<file path="src/rtl/i2c_timer_pkg.sv">
// rtl/i2c_timer_pkg.sv - shared FSM encodings and mode constants for the I2C phase timer
package i2c_timer_pkg;

   localparam logic [1:0] ST_IDLE = 2'd0;
   localparam logic [1:0] ST_RUN  = 2'd1;
   localparam logic [1:0] ST_HOLD = 2'd2;

   localparam logic MODE_PERIODIC = 1'b0;
   localparam logic MODE_ONESHOT  = 1'b1;

endpackage

</file>
<file path="src/rtl/i2c_tick_counter.sv">
// rtl/i2c_tick_counter.sv - reload-on-expiry down-counter that times one phase
module i2c_tick_counter #(
   parameter int SIZE = 8
) (
   input  logic            Clk,
   input  logic            Rst_n,
   input  logic            Load,
   input  logic            En,
   input  logic [SIZE-1:0] Value,
   output logic            Expire
);

   logic [SIZE-1:0] cnt;

   // Expiry is taken on the terminal count of 1 so a reload of T yields exactly T cycles.
   assign Expire = En && (cnt == SIZE'(1));

   always_ff @(posedge Clk or negedge Rst_n) begin
      if (!Rst_n) begin
         cnt <= '0;
      end else if (Load || Expire) begin
         cnt <= Value;
      end else if (En) begin
         cnt <= cnt - SIZE'(1);
      end
   end

endmodule

</file>
<file path="src/rtl/i2c_phase_timer.sv">
// rtl/i2c_phase_timer.sv - splits an I2C bit period into equal phases with stop/stretch hold
module i2c_phase_timer
   import i2c_timer_pkg::*;
#(
   parameter  int SIZE   = 8,
   parameter  int PHASES = 4,
   localparam int PW     = $clog2(PHASES)
) (
   input  logic            Clk,
   input  logic            Rst_n,
   input  logic            Start,
   input  logic            Stop,
   input  logic            Mode,
   input  logic [SIZE-1:0] Ticks,
   output logic            Out,
   output logic [PW-1:0]   Phase,
   output logic            BitDone,
   output logic            Busy
);

   logic [1:0]      state;
   logic [PW-1:0]   phase;
   logic [SIZE-1:0] ticks_q;
   logic            mode_q;
   logic            out_q;
   logic            bit_done_q;

   logic            load;
   logic            run_en;
   logic            expire;
   logic            wrap;
   logic [SIZE-1:0] value;

   // A zero tick count would never expire, so such a Start is ignored entirely.
   assign load   = Start && (Ticks != '0);
   assign run_en = !load && ((state == ST_RUN) || (state == ST_HOLD)) && !Stop;
   assign wrap   = expire && (phase == PW'(PHASES - 1));
   assign value  = load ? Ticks : ticks_q;

   i2c_tick_counter #(
      .SIZE (SIZE)
   ) u_tick_counter (
      .Clk    (Clk),
      .Rst_n  (Rst_n),
      .Load   (load),
      .En     (run_en),
      .Value  (value),
      .Expire (expire)
   );

   always_ff @(posedge Clk or negedge Rst_n) begin
      if (!Rst_n) begin
         state      <= ST_IDLE;
         phase      <= '0;
         ticks_q    <= '0;
         mode_q     <= MODE_PERIODIC;
         out_q      <= 1'b0;
         bit_done_q <= 1'b0;
      end else begin
         out_q      <= expire;
         bit_done_q <= wrap;
         if (load) begin
            ticks_q <= Ticks;
            mode_q  <= Mode;
            phase   <= '0;
            state   <= ST_RUN;
         end else begin
            case (state)
               ST_IDLE: ;
               ST_RUN:  if (Stop) state <= ST_HOLD;
               ST_HOLD: if (!Stop) state <= ST_RUN;
               default: state <= ST_IDLE;
            endcase
            // The release edge out of HOLD may itself expire, so the one-shot exit overrides it.
            if (expire) begin
               phase <= wrap ? '0 : phase + PW'(1);
               if (wrap && (mode_q == MODE_ONESHOT)) begin
                  state <= ST_IDLE;
               end
            end
         end
      end
   end

   assign Out     = out_q;
   assign BitDone = bit_done_q;
   assign Phase   = phase;
   assign Busy    = (state != ST_IDLE);

endmodule

</file>
<file path="config.mk">
export PLATFORM = sky130hd
export DESIGN_NAME = i2c_phase_timer
export DESIGN_NICKNAME = d
export VERILOG_FILES = /design/src/rtl/i2c_timer_pkg.sv /design/src/rtl/i2c_tick_counter.sv /design/src/rtl/i2c_phase_timer.sv
export SDC_FILE = /design/constraint.sdc
export NUM_CORES = 1
export LEC_CHECK = 0
export BUFFER_PORTS_ARGS = -buffer_cell sky130_fd_sc_hd__buf_2
export CAP_MARGIN = 40
export CORE_ASPECT_RATIO = 1.4
export CORE_MARGIN = 2
export CORE_UTILIZATION = 55
export CTS_CLUSTER_SIZE = 24
export DETAILED_ROUTE_END_ITERATION = 8
export GPL_TIMING_DRIVEN = 0
export PLACE_DENSITY_LB_ADDON = 0.25
export SLEW_MARGIN = 20
export SYNTH_ARGS = -nofsm -noshare
export SYNTH_HDL_FRONTEND = slang
export SYNTH_SLANG_ARGS = --single-unit
</file>
<file path="constraint.sdc">
create_clock -name Clk -period 2.4 [get_ports Clk]
set_input_delay 0.36 -clock Clk [delete_from_list [all_inputs] [get_ports Clk]]
set_output_delay 0.36 -clock Clk [all_outputs]
set_load 0.01 [all_outputs]
</file>
Yosys cells after proc, flatten, opt, wreduce, memory -nomap -nowiden
Cells that the tools add are included.
{ "op_classes": {"n_eq_ne": 4, "add_sub_neg": 2, "n_reduce_logical": 15, "muxes": 12} }
{ "op_table": {"columns": ["cell", "n"], "rows": [
  ["2-to-1 mux 8 bit", 3],
  ["2-to-1 mux 2 bit", 8],
  ["equality test 8 x 1 -> 1 bit (second input constant)", 1],
  ["nonzero test 8 bit", 1],
  ["subtractor 8 x 1 -> 8 bit (second input constant)", 1],
  ["logical AND 1 bit", 6],
  ["case mux 2 bit (3 select lines)", 1],
  ["nonzero test 2 bit", 3],
  ["equality test 2 bit (second input constant)", 2],
  ["adder 2 x 1 -> 2 bit (second input constant)", 1],
  ["equality test 2 x 1 -> 1 bit (second input constant)", 1],
  ["zero test 1 bit", 2],
  ["zero test 2 bit", 1],
  ["logical OR 1 bit", 2]
]} }
{ "totals": {"input_bits": 13, "regBits": 23, "wordCells": 40, "output_inout_bits": 5} }

Longest topological paths before layout
{ "logic_depth": {"ltp_word": 11, "depth_mapped": 8, "mapped_depth_nobuf": 7} }

By module
Synthesis repeated with hierarchy kept, for this count alone.
{ "unflattened": {"hier_cells": 100, "hier_area_um2": 1295.0} }
{ "modules_own_cells": {"columns": ["mod", "cells_per_inst", "instances", "seq_area_each_um2", "area_per_inst_um2"], "rows": [
  ["i2c_phase_timer", 54, 1, 375.4, 709.4],
  ["i2c_tick_counter", 46, 1, 200.2, 585.6]
]} }

Least setup slack after synthesis
Ideal clock, no wire load.
{ "synth_path": {"path_kind": "flip-flop to flip-flop", "start": "register u_tick_counter.cnt[3]", "end": "register u_tick_counter.cnt[1]", "t_arrival_ps": 2007, "path_slack_ps": 268, "required_ps": 2275, "path_stages_with_launch": 7, "setup_time_ps": 125, "period_less_slack_ps": 2132, "cell_sequence": "dfrtp_1 > or4_4 > or4_1 > buf_2 > nand2_2 > a31oi_1 > mux2_2"} }
{ "synth_between": {"elab_chain_cells": 4} }
{ "synth_lines": {"columns": ["item", "line_no", "rtl"], "rows": [
  ["start, declared", "i2c_tick_counter.sv:13", "logic [SIZE-1:0] cnt;"],
  ["start signal, assigned", "i2c_tick_counter.sv:22", "cnt <= Value;"],
  ["start signal, assigned", "i2c_tick_counter.sv:24", "cnt <= cnt - SIZE'(1);"],
  ["equality test 8 x 1 -> 1 bit (*)", "i2c_tick_counter.sv:16", "assign Expire = En && (cnt == SIZE'(1));"],
  ["logical AND 1 bit (*)", "i2c_tick_counter.sv:16", null],
  ["logical OR 1 bit (*)", "i2c_tick_counter.sv:21", "end else if (Load || Expire) begin"],
  ["2-to-1 mux 8 bit / nonzero test 2 bit (equally long branches)", null, null]
]} }
Mark *: on every way between the ends. The rest lies on a longest branch, timed or not.
A chain may end at the register's enable or synchronous reset.

Worst setup path after layout
Same ends and word-level chain as after synthesis.

==> summary.md <==
| Metric | Value |
|---|---|
| Outcome | completed |
| Library cell used as clock root buffer | sky130_fd_sc_hd__clkbuf_4 |
| Share of the clock period used by the worst path | 96.29% |
| Tightest Hold Check Type | in -> reg |
| Count of filler cells inserted in the layout | 185 |
| Antenna cell count | 0 |
| Area enclosed by the die boundary | 2661 sq um |
| Number of search-and-repair iterations in the first detailed-routing pass | 4 |
| Number of rows in the core area | 20 |
| Achievable clock frequency | ~0.43 GHz |
| Max Cap Viol | 0 |
| Distinct cells, synth | 35 |
| Initial DRC count | 40 |
| CTS clock-pin slew for the worst setup and hold paths | 0.13 ns |
| Post-synthesis average cell area | approximately 10 sq um |
| Slowest cell delay on critical path | 0.59 ns |
| Reg2reg setup slack | 0.09 ns |
| Later-pin clock latency in the skew report | 0.33 ns |
| Routed wire length | 2665 um |
| CTS tree | done |
| Critical path peak fanout | 6 |
| Footprint of the flip-flops and latches | 575.6 sq um |
| Most common library cells after synthesis | 23 x sky130_fd_sc_hd__dfrtp_1, 15 x sky130_fd_sc_hd__nand2_1, 12 x sky130_fd_sc_hd__a22o_1 |
| Final number of hold-violating endpoints | 0 |
| Power per cell area | 694.0 nW/um^2 |
| Count of state elements after synthesis | 23 |
| Most used routing layer | met2 |
| Area growth from synthesis to layout | 12.29% |
| Total clock buffers created by CTS | 3 |
| Pin count of the biggest net entering global routing | 24 |
| Cells resized by post-CTS repair | 0 |
| VDD IR-drop max | 513.4 uV |
| Crit path DAT | 2.55 ns |
| Utilization after layout | 64.83% |
| Initial core utilization | 57.73% |
| Initial antenna violation count | 0 |
| Count of antenna-violating nets left after detailed routing | 0 |
| Maximum level of the CTS H-tree | 1 |
| Final critical path time including I/O delays and setup | 2.311 ns |
| Top-level I/O count | 18 |
| Combined area of the multi-input logic cells | 620.6 sq um |
| Total number of vias | 1016 |
| CP startpoint kind | register |
| CP endpoint kind | register |
| First-pass GRT wire length | 4402 um |
| Cell taking the most area after synthesis | sky130_fd_sc_hd__dfrtp_1 |
| Core region area | 2152 sq um |
| Maximum buffer depth of the clock tree | 2 |
| Most frequent cell after synthesis | sky130_fd_sc_hd__dfrtp_1 |
| Gr ovfl total | 0 |
| Worst rel slew slack | 66.00% |
| Buffers and inverters on the worst path | 1 |
| WP data required | 2.63 ns |
| All-Layer GR Usage | a little under a quarter |
| Final layout net count | roughly 160 |
| Synth top area cells | sky130_fd_sc_hd__dfrtp_1 46%, sky130_fd_sc_hd__a22o_1 8.5%, sky130_fd_sc_hd__ha_1 7.0%, sky130_fd_sc_hd__nand2_1 4.5%, sky130_fd_sc_hd__o221a_2 2.7% |
| Post-synthesis instance total | roughly 120 |
| Height of the die | 60.24 um |
| Actual slew at the worst max-slew pin | 0.5100 ns |
| Fraction of registers with async set/reset | 100.0% |
| Post-Route Skew | ~0.0054 ns |
| Ratio of cells with drive above 1 in the final layout | 25.53% |
| Slowest stage cell on the critical path | sky130_fd_sc_hd__or4_4 |
| Post-CTS Setup Inserts | 0 |
| Sink Count | 23 |
| Yosys top cell area share | 46.32% |
| Met2 demand-to-capacity share in global routing | 41.60% |
| Post-DR vias/cell | 6.233 |
| Hold Slack | 0.2170 ns |
| Max Slew Vio Count | 0 |
| Floorplan die width | 44.17 um |
| Detailed placement HPWL | 1919 um |
| GR met1 Demand/Resource | roughly a quarter |
| Smallest setup slack after layout | 0.08895 ns |
| Crit path cell chain | or4_4 -> or4_1 -> buf_2 -> nand2_2 -> a31oi_1 -> mux2_2 |
| Setup Crit Path Kind | reg -> reg |
| Vias in the first global route | 978 |
| Primary FF master, synth | sky130_fd_sc_hd__dfrtp_1 |
| Part of the Yosys area used for sequential elements | 46.32% |
| GRT met3 Usage | 3.625% |
| Number of port buffers | 17 |
| Number of synthesized flops with an enable pin | 0 |
| Setup TNS Final | 0 ns |
| Post-Place Setup Slack | 0.07697 ns |
| Cell Area, Synth | 1242 sq um |
| Setup repair after global routing missed its margin | false |
| Drt drc | 0 |
| Net count of the mapped netlist | 139 |
| Final RePlAce weighted congestion | ~0.86 |
| Routed length per placed instance | 16.35 um |
| Static Leakage | 0.6754 nW |
| Yosys warns | 0 |
| Dominant delay contributor by cell family on the critical path | simple AND/OR/NAND/NOR gates |
| Setup violation total in the final timing report | 0 |
==> layout make-up <==
class	instances	area share [%]
multi-input cells	87	44.48
flip-flops and latches	23	41.26
repair buffers	18	6.816
well taps	22	1.973
plain buffers	3	1.704
clock buffers	3	1.614
inverters	6	1.614
clock inverters	1	0.5381
==> registers in the layout, indices dropped and copies added (netlist names) <==
register,count
ticks_q,8
u_tick_counter.cnt,8
BitDone,1
Out,1
Phase,2
state,2
mode_q,1
==> kinds of logic (layout without fill, tap and decap cells) <==
logic type | count (synthesis) | after routing | synth area share [%]
AOI/OAI and AO/OA | 35 | 35 | 21.95
buffers and inverters | 9 | 31 | 3.726
adders and majority gates | 7 | 7 | 7.049
and+or+nand+nor | 43 | 43 | 19.24
muxes | 2 | 2 | 1.712
DFF | 23 | 23 | 46.32
==> timing repair <==
item                                    4_1_cts  5_1_grt
hold buffers                                  1        0
endpoints found under the setup margin        0        0
hold endpoints to repair                     23        0
==> power by group <==
part           switching [mW]  internal (mW)  total [mW]
Combinational           0.146          0.124       0.269
Clock                   0.129         0.0641       0.193
Sequential             0.0646          0.441       0.506
==> cell usage in the layout (no fill, tap or decap), types with 2 or more instances in the layout <==
cell                       count
sky130_fd_sc_hd__nor4_1        2
sky130_fd_sc_hd__o221a_2       3
sky130_fd_sc_hd__buf_2        18
sky130_fd_sc_hd__nand3_1       2
sky130_fd_sc_hd__clkbuf_4      3
sky130_fd_sc_hd__o21a_1        3
sky130_fd_sc_hd__o21ai_0       5
sky130_fd_sc_hd__a31oi_1       2
sky130_fd_sc_hd__nor2_1        7
sky130_fd_sc_hd__or4_2         2
sky130_fd_sc_hd__a21oi_1       4
sky130_fd_sc_hd__ha_1          7
sky130_fd_sc_hd__a22o_1       12
sky130_fd_sc_hd__nand2_1      15
sky130_fd_sc_hd__inv_1         6
sky130_fd_sc_hd__dfrtp_1      23
sky130_fd_sc_hd__nor3_1        3
sky130_fd_sc_hd__and3_1        4
==> metrics by stage <==
step | cells | area (sq um) | power, mW
2_1_floorplan | 119 | 1242 | 0.6923
3_3_place_gp | 158 | 1355 | 0.7663
5_1_grt | 163 | 1395 | 1.022
4_1_cts | 163 | 1395 | 0.9730
3_5_place_dp | 158 | 1355 | 0.7786
6_report | 163 | 1395 | 0.9682
==> worst reg2reg max path, delay by kind of cell (launching register included) <==
kind                   cells  cell delay, ns
AOI/OAI and AO/OA          1            0.10
buffers and inverters      1            0.18
DFF                        1            0.47
muxes                      1            0.26
and+or+nand+nor            3            1.21
==> final timing paths <==
path                                              startpoint                           endpoint  depth (start not counted)
max                        u_tick_counter.cnt[3]$_DFFE_PN0P_  u_tick_counter.cnt[1]$_DFFE_PN0P_                          6
min                                                     Mode                 mode_q$_DFFE_PN0P_                          3
max reg2reg                u_tick_counter.cnt[3]$_DFFE_PN0P_  u_tick_counter.cnt[1]$_DFFE_PN0P_                          6
min reg2reg                             ticks_q[1]$_DFF_PN0_               ticks_q[1]$_DFF_PN0_                          2
max in group asynchronous                              Rst_n  u_tick_counter.cnt[6]$_DFFE_PN0P_                          2
min in group asynchronous                              Rst_n               Phase[1]$_DFFE_PN0P_                          2
==> layer usage <==
metal / vias up / wire length, um
met1: 493 / 1060
met2: 28 / 1440
met3: 8 / 87
met5: - / 0
met4: 0 / 77
li1: 487 / -
(Power assumes the default switching activity.)
